## config.mk

```make
export PLATFORM = sky130hd
export DESIGN_NAME = pll_reset_sequencer
export DESIGN_NICKNAME = d
export VERILOG_FILES = /design/src/rtl/pll_reset_sequencer.sv
export SDC_FILE = /design/constraint.sdc
export NUM_CORES = 1
export LEC_CHECK = 0
export ABC_AREA = 1
export CAP_MARGIN = 20
export CORE_MARGIN = 8
export CORE_UTILIZATION = 25
export CTS_BUF_LIST = sky130_fd_sc_hd__clkbuf_8
export DETAILED_ROUTE_END_ITERATION = 7
export GPL_ROUTABILITY_DRIVEN = 0
export MAX_ROUTING_LAYER = met4
export PLACE_DENSITY = 0.53
export SKIP_CTS_REPAIR_TIMING = 1
export SYNTH_ARGS = -nofsm -noshare
export SYNTH_HDL_FRONTEND = slang
export SYNTH_SLANG_ARGS = --single-unit
export TNS_END_PERCENT = 20
```

## constraint.sdc

```tcl
create_clock -name clkin -period 3.8 [get_ports clkin]
set_clock_uncertainty 0.2 [all_clocks]
set_input_delay 0.57 -clock clkin [delete_from_list [all_inputs] [get_ports clkin]]
set_output_delay 0.57 -clock clkin [all_outputs]
set_load 0.05 [all_outputs]
```

## src/rtl/pll_reset_sequencer.sv

```systemverilog
// Startup/recovery sequencer for an EHXPLLL clock generator: pulses PLL RST, qualifies LOCK,
// releases the downstream reset, and restarts on lock loss. Clocked by the PLL reference only.
module pll_reset_sequencer #(
    parameter int unsigned RST_PULSE_CYCLES    = 16,
    parameter int unsigned LOCK_STABLE_CYCLES  = 1024,
    parameter int unsigned LOCK_TIMEOUT_CYCLES = 100000,
    parameter int unsigned MAX_RETRIES         = 3
) (
    input  logic       clkin,
    input  logic       reset,
    input  logic       pll_locked,
    input  logic       restart,
    output logic       pll_rst,
    output logic       sys_reset,
    output logic       ready,
    output logic       fault,
    output logic [3:0] retry_cnt,
    output logic [7:0] loss_cnt
);

    localparam int unsigned MAX_AB = (RST_PULSE_CYCLES > LOCK_STABLE_CYCLES) ?
                                     RST_PULSE_CYCLES : LOCK_STABLE_CYCLES;
    localparam int unsigned MAX_P  = (MAX_AB > LOCK_TIMEOUT_CYCLES) ? MAX_AB : LOCK_TIMEOUT_CYCLES;
    localparam int unsigned CW     = $clog2(MAX_P) + 1;

    localparam logic [CW-1:0] PULSE_LAST   = CW'(RST_PULSE_CYCLES - 1);
    localparam logic [CW-1:0] STABLE_LAST  = CW'(LOCK_STABLE_CYCLES - 1);
    localparam logic [CW-1:0] TIMEOUT_LAST = CW'(LOCK_TIMEOUT_CYCLES - 1);
    localparam logic [CW-1:0] CNT_ONE      = CW'(1);
    localparam logic [3:0]    RETRY_LIMIT  = 4'(MAX_RETRIES);

    typedef enum logic [2:0] {
        PLL_RST,
        WAIT_LOCK,
        STABLE,
        RUN,
        FAULT
    } state_t;

    state_t          state;
    logic [CW-1:0]   cnt;
    logic [1:0]      sync;
    logic            lock_s;
    logic [3:0]      retry_next;

    assign lock_s = sync[1];

    always_comb begin
        retry_next = retry_cnt + 4'd1;
    end

    always_ff @(posedge clkin or posedge reset) begin
        if (reset) begin
            state     <= PLL_RST;
            cnt       <= '0;
            sync      <= '0;
            pll_rst   <= 1'b1;
            sys_reset <= 1'b1;
            ready     <= 1'b0;
            fault     <= 1'b0;
            retry_cnt <= '0;
            loss_cnt  <= '0;
        end else begin
            sync <= {sync[0], pll_locked};
            // restart outranks every state transition, including a lock loss in RUN
            if (restart) begin
                state     <= PLL_RST;
                cnt       <= '0;
                pll_rst   <= 1'b1;
                sys_reset <= 1'b1;
                ready     <= 1'b0;
                fault     <= 1'b0;
                retry_cnt <= '0;
            end else begin
                case (state)
                    PLL_RST: begin
                        if (cnt == PULSE_LAST) begin
                            state   <= WAIT_LOCK;
                            cnt     <= '0;
                            pll_rst <= 1'b0;
                        end else begin
                            cnt <= cnt + CNT_ONE;
                        end
                    end
                    WAIT_LOCK: begin
                        if (lock_s) begin
                            state <= STABLE;
                            cnt   <= '0;
                        end else if (cnt == TIMEOUT_LAST) begin
                            retry_cnt <= retry_next;
                            cnt       <= '0;
                            pll_rst   <= 1'b1;
                            if (retry_next == RETRY_LIMIT) begin
                                state <= FAULT;
                                fault <= 1'b1;
                            end else begin
                                state <= PLL_RST;
                            end
                        end else begin
                            cnt <= cnt + CNT_ONE;
                        end
                    end
                    STABLE: begin
                        if (!lock_s) begin
                            state <= WAIT_LOCK;
                            cnt   <= '0;
                        end else if (cnt == STABLE_LAST) begin
                            state     <= RUN;
                            cnt       <= '0;
                            sys_reset <= 1'b0;
                            ready     <= 1'b1;
                            retry_cnt <= '0;
                        end else begin
                            cnt <= cnt + CNT_ONE;
                        end
                    end
                    RUN: begin
                        if (!lock_s) begin
                            state     <= PLL_RST;
                            cnt       <= '0;
                            pll_rst   <= 1'b1;
                            sys_reset <= 1'b1;
                            ready     <= 1'b0;
                            if (loss_cnt != 8'hFF) begin
                                loss_cnt <= loss_cnt + 8'd1;
                            end
                        end
                    end
                    FAULT: begin
                        cnt <= '0;
                    end
                    default: begin
                        state   <= PLL_RST;
                        cnt     <= '0;
                        pll_rst <= 1'b1;
                    end
                endcase
            end
        end
    end

endmodule
```

# Word level (Yosys, flattened, before mapping)
# Cells that the tools add are included.
dict set report word_totals {
  register_bits 39
  input_bits 4
  output_inout_bits 16
  wordCells 90
}
dict set report classes {
  muxes 43
  add_sub_neg 3
  eq_ne 20
  bitwise 2
  n_reduce_logical 13
}
# op count
set ops {}
lappend ops {{$mux 18} 7}
lappend ops {{$pmux 18 s4} 1}
lappend ops {{$mux 3} 8}
lappend ops {{$mux 4} 5}
lappend ops {{$add 18x1->18 const B} 1}
lappend ops {{$eq 18x10->1 const B} 1}
lappend ops {{$eq 18x17->1 const B} 1}
lappend ops {{$eq 18x4->1 const B} 1}
lappend ops {{$ne 3x3->1 const B} 6}
lappend ops {{$mux 1} 17}
lappend ops {{$pmux 3 s5} 1}
lappend ops {{$reduce_and 5->1} 3}
lappend ops {{$reduce_and 4->1} 3}
lappend ops {{$add 8x1->8 const B} 1}
lappend ops {{$ne 4x4->1 const B} 2}
lappend ops {{$ne 8x8->1 const B} 1}
lappend ops {{$pmux 4 s2} 1}
lappend ops {{$eq 3x2->1 const B} 2}
lappend ops {{$reduce_bool 2->1} 3}
lappend ops {{$reduce_bool 3->1} 2}
lappend ops {{$add 4x1->4 const B} 1}
lappend ops {{$eq 4x2->1 const B} 1}
lappend ops {{$ne 2x2->1 const B} 2}
lappend ops {{$pmux 1 s2} 2}
lappend ops {{other kinds (7)} 8}

# Logic depth before layout (Yosys ltp)
# Gate-level depths: netlist of run 1.
dict set report logic_depth {
  word_depth 7
  ltp_mapped 12
}

# Worst setup path before layout of run 1
# No wires, ideal clock.
dict set report synth_timing {
  path_type {flip-flop to flip-flop}
  from {register loss_cnt[0]}
  to {register loss_cnt[4]}
  stages_incl_launch_ff 11
  arrival_ns 1.600
  setup_ns 0.122
  path_slack_ns 1.878
  cell_sequence {dfrtp_1 ha_1 nand3_1 nor2_1 nand3_1 nand2_2 inv_2 nand2_2 o21ai_1 inv_1 nor2_1}
}
dict set report synth_between {
  elab_chain_len 2
}
# element line_no
set synth_lines {}
lappend synth_lines {{from (decl)} 18} ;# output logic [7:0] loss_cnt
lappend synth_lines {{from (signal assigned)} 125} ;# loss_cnt <= loss_cnt + 8'd1;
lappend synth_lines {{parallel branches: the longest is 2 deep, another holds $add 8x1->8} -}
# Several ways; the timed one is not identified.
# A chain may end at the register's enable or synchronous reset.

# Worst setup path after layout of run 1
dict set report layout_timing {
  from {input restart}
  to {register state[0]}
}
dict set report layout_between {
  elab_chain_len 2
}
# element line_no
set layout_lines {}
lappend layout_lines {{from (decl)} 12} ;# input logic restart,
lappend layout_lines {{$ne 4x4->1 (no source line), or another cell as far along} -}
lappend layout_lines {{$reduce_and 5->1 (no source line)} -}
lappend layout_lines {{to (signal assigned)} 54} ;# state <= PLL_RST;
lappend layout_lines {{to (signal assigned)} 67} ;# state <= PLL_RST;
lappend layout_lines {{to (signal assigned)} 78} ;# state <= WAIT_LOCK;
lappend layout_lines {{to (decl)} 40} ;# state_t state;
# Parallel ways exist; a longest one is shown, timed or not.

==> results.toml, run 1 <==
[run_status]
status = "finished, final reports clean"

[grt]
grt_pass1_vias = 2166
gr-total-overflow = 0
grt_max_degree = 26
busiest_layer = "met2"
grt_pass1_wl_um = 10200
grt_usage_pct = 9.53
grtUsageMet1_pct = 12.2
use_met3_pct = 1.67
grt_antenna_before_repair = 0
use_met2_pct = 15.3

[sta]
min_period_over_period_pct = 65.2
rsz0062_at_grt = "false"
finalHoldViolCount = 0
slew_violations = 0
tns_ps = 0
worstMarginPinSlew_ps = 538
worst_slew_margin_rel_pct = 64.0
period_needed_ps = 2480
max_freq_mhz = 404
setup_viol = 0

[logic_synthesis]
synth_ff_type = "dfrtp_1"
synth_edf_count = 0
synth_warnings = 0
ys_ff_latch = 39
ys_top_cells_by_count = "nand2_1 (110), nor2_1 (44), nand3_1 (39)"
synth.avg_cell_area_um2 = 7.26
yosysSeqAreaShare_pct = 39.2
synthesis.instances = 344
synth_area_mm2 = 0.00250
synth_top_cell_by_area = "dfrtp_1"
synth_area_leaders = "dfrtp_1 (37%), nand2_1 (17%), nand3_1 (7.8%), nor2_1 (6.6%), xor2_1 (3.5%)"
synth_cell_type_count = 31
synth_top_cell_area_share_pct = 37.1
async_flop_share_pct = 100
synth.net_count = 352
synth_most_common_cell = "nand2_1"

[worst_setup_path]
crit_required_ps = 3830
startpoint_type = "primary input"
critPathKind = "primary input to flip-flop"
endpoint_kind = "flip-flop"
path_max_fanout = 19
arrival_ps = 2500

[cts]
cts_sinks = 39
worst_skew_pair.late_latency_ps = 290
clockBufferDepth = 2
cts_buffers = 5
clk_pin_slew_ps = 70
cts_root_buffer = "clkbuf_8"
cts_tree = "built"
cts_max_level = 2

[drt]
finalWirelength_um = 5760
via_count = 2190
drc_errors = 0
routedWlPerCell_um = 11.5
ant_nets = 0
drt_first_pass_iters = 5
drt_iter0_drc = 169
avgViaCountPerCell = 4.37

[job]
maxCapViolCount = 0

[die]
die_w_um = 116
core_area_mm2 = 0.00973
die_h_um = 116
initial_core_util_pct = 25.7
die_area_mm2 = 0.0134
rows = 36
ios = 20

[power]
ir_drop_mv = 0.363
p_leak_nw = 1.38
total_switching_power_mw = 0.564
power_density_mw_per_mm2 = 455
clkPwrFrac_pct = 20.1
share_comb_of_total_power_pct = 39.1
p_int_mw = 0.767
p_sw_share_pct = 42.4
seq_power_share_pct = 40.8

[placement]
port_buffers = 19
dp_hpwl_um = 4310

[cells_and_area]
fillCellCount = 1078
nNetsFinal = 375
diodes = 0
drive_above_1_share_pct = 11.7
area_growth_pct = 17.1
final_core_util_pct = 30.1

[worst_hold_path]
worstHoldPathType = "flip-flop to flip-flop"
## path summary, 6_finish.rpt
kind | to | cells past startpoint | slack (ps) | from
worst max-delay path | state[0] | 10 | 1320 | restart
worst min-delay path | sync[1] | 0 | 150 | sync[0]
worst max register to register | cnt[8] | 10 | 1810 | cnt[0]
worst min register to register | sync[1] | 0 | 150 | sync[0]
max in group asynchronous | sys_reset | 3 | 2400 | reset
min in group asynchronous | state[1] | 2 | 430 | reset
## per-layer routing
| metal | up-vias | wire length (um) |
|---|---|---|
| met5 | - | 0 |
| met2 | 34 | 2730 |
| li1 | 1130 | - |
| met1 | 1018 | 2820 |
| met3 | 8 | 156 |
| met4 | 0 | 53 |
## power groups by stage
stage	registers [mW]	logic, mW	clock network [mW]
2_1_floorplan	0.662	0.271	0
3_3_place_gp	0.550	0.525	0
3_5_place_dp	0.551	0.525	0
6_report	0.543	0.521	0.267
4_1_cts	0.543	0.526	0.288
5_1_grt	0.555	0.579	0.301
## sequential cells by signal, indices dropped and copies added, names as in the netlist, 2 cells and up
signal     flops
sync           2
retry_cnt      4
state          3
loss_cnt       8
cnt           18
## cell families (layout without fill, tap and decap cells)
| logic type | Yosys count | after routing | synth area share (%) |
|---|---|---|---|
| AO/OA/AOI/OAI | 17 | 17 | 4.11 |
| XOR/XNOR | 18 | 18 | 6.31 |
| adder cells (fa/ha/maj) | 4 | 4 | 2.00 |
| buffers and inverters | 36 | 60 | 6.16 |
| flip-flops | 39 | 39 | 39.2 |
| AND/OR/NAND/NOR | 230 | 230 | 42.2 |
## stage by stage
step                std cells  worst slack (ps)  hold WS (ps)  cell area (um^2)  total power, mW
finish                    501              1320           151              2920             1.33
floorplan                 344              1880           131              2500            0.933
global route              501              1150           169              2920             1.44
CTS                       500              1330           155              2910             1.36
global placement          492              1060           136              2830             1.08
detailed placement        492              1020           136              2830             1.08
## critical path: stages
cell	delay, ps
clkdlybuf4s50_1	500
inv_1	390
nand2_1	180
nor2_4	430
inv_2	100
nand2_1	100
nor2_2	60
nand2_1	70
nand2_1	50
nand2_1	50
## area by class of cell
cell class	count	area, um^2	share of cell area (%)
timing repair buffer	22	220	7.53
clock inverter	3	12.5	0.428
inverter	30	113	3.85
tap	133	166	5.69
sequential	39	978	33.5
clock buffer	5	68.8	2.35
multi-input combinational	269	1370	46.7
## placed cells by master, fill, tap and decap left out, types with 4 or more instances in the layout
master | netlist | routed
ha_1 | 4 | 4
nor2_1 | 44 | 44
nand2_2 | 8 | 8
nand3_1 | 39 | 39
nor2_2 | 8 | 8
o21ai_0 | 7 | 7
dfrtp_1 | 37 | 37
nor3_1 | 5 | 5
nand3b_1 | 6 | 6
xor2_1 | 10 | 10
xnor2_1 | 8 | 8
clkdlybuf4s50_1 | 0 | 19
inv_1 | 23 | 25
nand2_1 | 110 | 110
inv_2 | 7 | 7
clkbuf_8 | 0 | 5
(Power assumes the default switching activity.)
==> run 2: changes to the inputs <==
Clock period 3.8 ns to 2.4 ns, I/O delays scaled along.
==> run 2 against run 1 <==
Cell count grew 0.40%. Largest cell class unchanged. Critical path depth shrank 9. Sequential share of layout area shrank 0.17 points. Combinational power grew 58%. Register-to-register slack lost 1400 ps. Design area grew 0.51%. Highest routed layer unchanged.
==> results.toml, run 2 (synthesis results as in run 1) <==
[placement]
port_buffers = 19
dp_hpwl_um = 4240

[cells_and_area]
seq_area_um2 = 978
largestRegisters = "cnt (18), loss_cnt (8), retry_cnt (4)"
multiInputGateArea_mm2 = 0.00137
final_common_cell = "nand2_1"
diodes = 0
top_register = "cnt"
area_growth_pct = 17.7
fillCellCount = 1080
final_cell_mix = "nand2_1 (110), nor2_1 (44), nand3_1 (39)"
nNetsFinal = 377
final_core_util_pct = 30.2
largest_reg_flops = 18
drive_above_1_share_pct = 12.7

[power]
p_leak_nw = 1.38
power_density_mw_per_mm2 = 725
ir_drop_mv = 0.570

[sta]
worstMarginPinSlew_ps = 531
tns_ps = 0
setup_viol = 0
finalHoldViolCount = 0
period_needed_ps = 2200
rsz0062_at_grt = "false"
min_period_over_period_pct = 91.5
slew_violations = 0
max_freq_mhz = 455
worst_slew_margin_rel_pct = 64.5

[die]
core_area_mm2 = 0.00973
die_area_mm2 = 0.0134
die_h_um = 116
initial_core_util_pct = 25.7
ios = 20
rows = 36
die_w_um = 116

[grt]
gr-total-overflow = 0
grt_max_degree = 40
grt_pass1_wl_um = 9960
grt_usage_pct = 9.27
grt_pass1_vias = 2130
grt_antenna_before_repair = 0

[worst_setup_path]
worstPathCellList = "clkdlybuf4s50_1"
critPathKind = "flip-flop to primary output"
crit_required_ps = 1840
worst-path-buf-inv = 1
cpPeakStageDelay_ps = 800
path_max_fanout = 2
path_delay_family = "buffers and inverters"
endpoint_kind = "primary output"
startpoint_type = "flip-flop"
ff2ff_setup_slack_ps = 420
arrival_ps = 1640
slowest_stage = "clkdlybuf4s50_1"

[drt]
routedWlPerCell_um = 11.1
via_count = 2165
finalWirelength_um = 5600
drt_iter0_drc = 179
drc_errors = 0
ant_nets = 0
drt_first_pass_iters = 4
avgViaCountPerCell = 4.30

[run_status]
status = "finished, final reports clean"

[cts]
cts_sinks = 39
clockBufferDepth = 2
cts_tree = "built"
cts_buffers = 5
cts_root_buffer = "clkbuf_8"
cts_max_level = 2
clk_pin_slew_ps = 80
worst_skew_pair.late_latency_ps = 290

[job]
maxCapViolCount = 0

[worst_hold_path]
worstHoldPathType = "flip-flop to flip-flop"
==> run 2: cell types whose count changed in the layout (fill, tap and decap cells not counted) <==
cell / previous run / this run
buf_4: 2 / 5
clkinvlp_4: 0 / 2
inv_1: 25 / 23
buf_8: 1 / 0
==> run 2: power breakdown <==
part           total, mW  internal (mW)  switching (mW)
Combinational      0.825          0.264           0.560
Sequential         0.859          0.755           0.104
Clock              0.447          0.202           0.245
Total               2.13           1.22           0.910
==> run 2: final cells by class <==
cell class | count | area share (%)
Inverter | 30 | 3.83
Sequential cell | 39 | 33.3
Multi-Input combinational cell | 269 | 46.4
Clock inverter | 3 | 0.681
Tap cell | 133 | 5.66
Clock buffer | 5 | 2.34
Timing Repair Buffer | 24 | 7.75
==> run 2: worst paths after layout <==
path,start,end,cells past startpoint
worst min-delay path,sync[0],sync[1],0
worst min register to register,sync[0],sync[1],0
min in group asynchronous,reset,loss_cnt[5],3
worst max-delay path,pll_rst,pll_rst,1
max in group asynchronous,reset,sys_reset,3
worst max register to register,cnt[0],cnt[9],10
==> run 2: layer usage <==
| metal | global-route usage, % | wire (um) |
|---|---|---|
| met5 | - | 0 |
| met1 | 11.7 | 2800 |
| met2 | 14.6 | 2600 |
| met4 | 2.77 | 40 |
| met3 | 1.88 | 164 |
==> run 2: worst reg2reg max path, delay by kind of cell, from the launching register on <==
kind	cells	cell delay (ps)
AND/OR/NAND/NOR	8	900
flip-flops	1	460
adder cells (fa/ha/maj)	1	220
buffers and inverters	1	70
==> run 2: per-stage QoR <==
stage                     cells  instance area (um^2)  hold WS, ps  total power [mW]  worst slack, ps
after floorplan             344                  2500          131              1.48              478
after global placement      495                  2850          136              1.71              238
after detailed placement    495                  2850          141              1.71              237
after CTS                   503                  2940          161              2.17              175
after global routing        503                  2940          190              2.28              170
final                       503                  2940          157              2.13              204
==> run 3: changes to the inputs <==
Settings changed: CORE_MARGIN 8 to 3.
==> run 3 against run 2 <==
First-iteration DRC count decreased by 41%. Register-to-register slack gained 20 ps. Combinational power shrank 0.5%. Via count barely moved. Clock power increased by 48%. Sequential cell count stayed put. Cell count down 0.80%. Total power increased by 10%.
==> results.toml, run 3 (synthesis results as in run 1) <==
[sta]
worst_slew_margin_rel_pct = 64.7
setup_viol = 0
rsz0062_at_grt = "false"
tns_ps = 0
worstMarginPinSlew_ps = 528
slew_violations = 0
finalHoldViolCount = 0
max_freq_mhz = 452
min_period_over_period_pct = 92.2
period_needed_ps = 2210

[worst_setup_path]
reg2reg_depth = 10
path_delay_family = "buffers and inverters"
cpPeakStageDelay_ps = 800
critPathKind = "flip-flop to primary output"
ff2ff_setup_slack_ps = 440
worstPathCellList = "clkdlybuf4s50_1"
worst-path-buf-inv = 1
r2r-end = "cnt[4]"
worst-path-stages = 1
crit_required_ps = 1840
regToRegStartpoint = "cnt[0]"
arrival_ps = 1650
path_max_fanout = 2
slowest_stage = "clkdlybuf4s50_1"
endpoint_kind = "primary output"
startpoint_type = "flip-flop"

[grt]
grt_max_degree = 40
grt_pass1_vias = 2010
grt_pass1_wl_um = 9580
grt_antenna_before_repair = 0
gr-total-overflow = 0
grt_usage_pct = 10.7

[drt]
drt_iter0_drc = 105
wl_met2_um = 2460
drc_errors = 0
wl_met3_um = 213
finalWirelength_um = 5510
drt-met1-wl_um = 2760
routedWlPerCell_um = 11.0
top_layer = "met4"
ant_nets = 0
drt_first_pass_iters = 4
via_count = 2166
avgViaCountPerCell = 4.34

[job]
maxCapViolCount = 0

[cts]
cts_root_buffer = "clkbuf_8"
cts_tree = "built"
cts_buffers = 5
cts_max_level = 2
clockBufferDepth = 2
clk_pin_slew_ps = 80
cts_sinks = 39
worst_skew_pair.late_latency_ps = 290

[power]
p_int_mw = 1.44
seq_power_share_pct = 36.8
share_comb_of_total_power_pct = 35.0
ir_drop_mv = 0.242
clkPwrFrac_pct = 28.2
p_sw_share_pct = 38.8
p_leak_nw = 1.40
total_switching_power_mw = 0.910
power_density_mw_per_mm2 = 787

[worst_hold_path]
holdPathStages = 0
worstHoldPathType = "flip-flop to flip-flop"
hold_path_end = "sync[1]"
hold_start = "sync[0]"

[die]
die_area_mm2 = 0.0112
ios = 20
initial_core_util_pct = 26.4
die_h_um = 106
core_area_mm2 = 0.00946
die_w_um = 106
rows = 35

[cells_and_area]
largestRegisters = "cnt (18), loss_cnt (8), retry_cnt (4)"
final_cell_mix = "nand2_1 (110), nor2_1 (44), nand3_1 (39)"
stdcell_area_mm2 = 0.00298
drive_above_1_share_pct = 12.7
final_common_cell = "nand2_1"
largest_reg_flops = 18
final_core_util_pct = 31.5
diodes = 0
top_register = "cnt"
seq_area_um2 = 978
nNetsFinal = 377
fillCellCount = 1030
multiInputGateArea_mm2 = 0.00137
area_growth_pct = 19.4

[run_status]
status = "finished, final reports clean"

[placement]
dp_hpwl_um = 4160
port_buffers = 19
placed_cell_area_mm2 = 0.00285
run 3: layer usage:
layer	vias to the layer above	global-route usage, %
li1	1133	-
met1	981	14.0
met2	47	16.4
met3	5	1.88
met4	0	4.26
met5	-	-
run 3: worst max-delay path by stage:
stage / from / to / slack, ps
2_1_floorplan: loss_cnt[0] / loss_cnt[4] / 480
3_3_place_gp: restart / retry_cnt[1] / 280
3_5_place_dp: restart / retry_cnt[1] / 260
4_1_cts: pll_rst / pll_rst / 170
5_1_grt: pll_rst / pll_rst / 140
6_report: pll_rst / pll_rst / 190
run 3: layout make-up:
class	count	area share, %
Sequential cell	39	32.8
Multi-Input combinational cell	269	45.8
Inverter	30	3.78
Clock inverter	3	2.27
Timing Repair Buffer	24	7.64
Clock buffer	5	2.31
Tap cell	129	5.41
run 3: power by group through the flow:
stage | clock, mW | combinational [mW] | sequential, mW
after detailed placement | 0 | 0.826 | 0.876
after floorplan | 0 | 0.430 | 1.05
after CTS | 0.685 | 0.829 | 0.864
after global routing | 0.708 | 0.909 | 0.883
final | 0.661 | 0.821 | 0.863
after global placement | 0 | 0.832 | 0.872
run 3: stage by stage:
step | setup WS (ps) | hold WS (ps) | total power, mW | std cells
4_1_cts | 170 | 158 | 2.38 | 499
3_3_place_gp | 280 | 137 | 1.70 | 491
5_1_grt | 137 | 161 | 2.50 | 499
6_report | 186 | 155 | 2.35 | 499
2_1_floorplan | 478 | 131 | 1.48 | 344
3_5_place_dp | 257 | 139 | 1.70 | 491
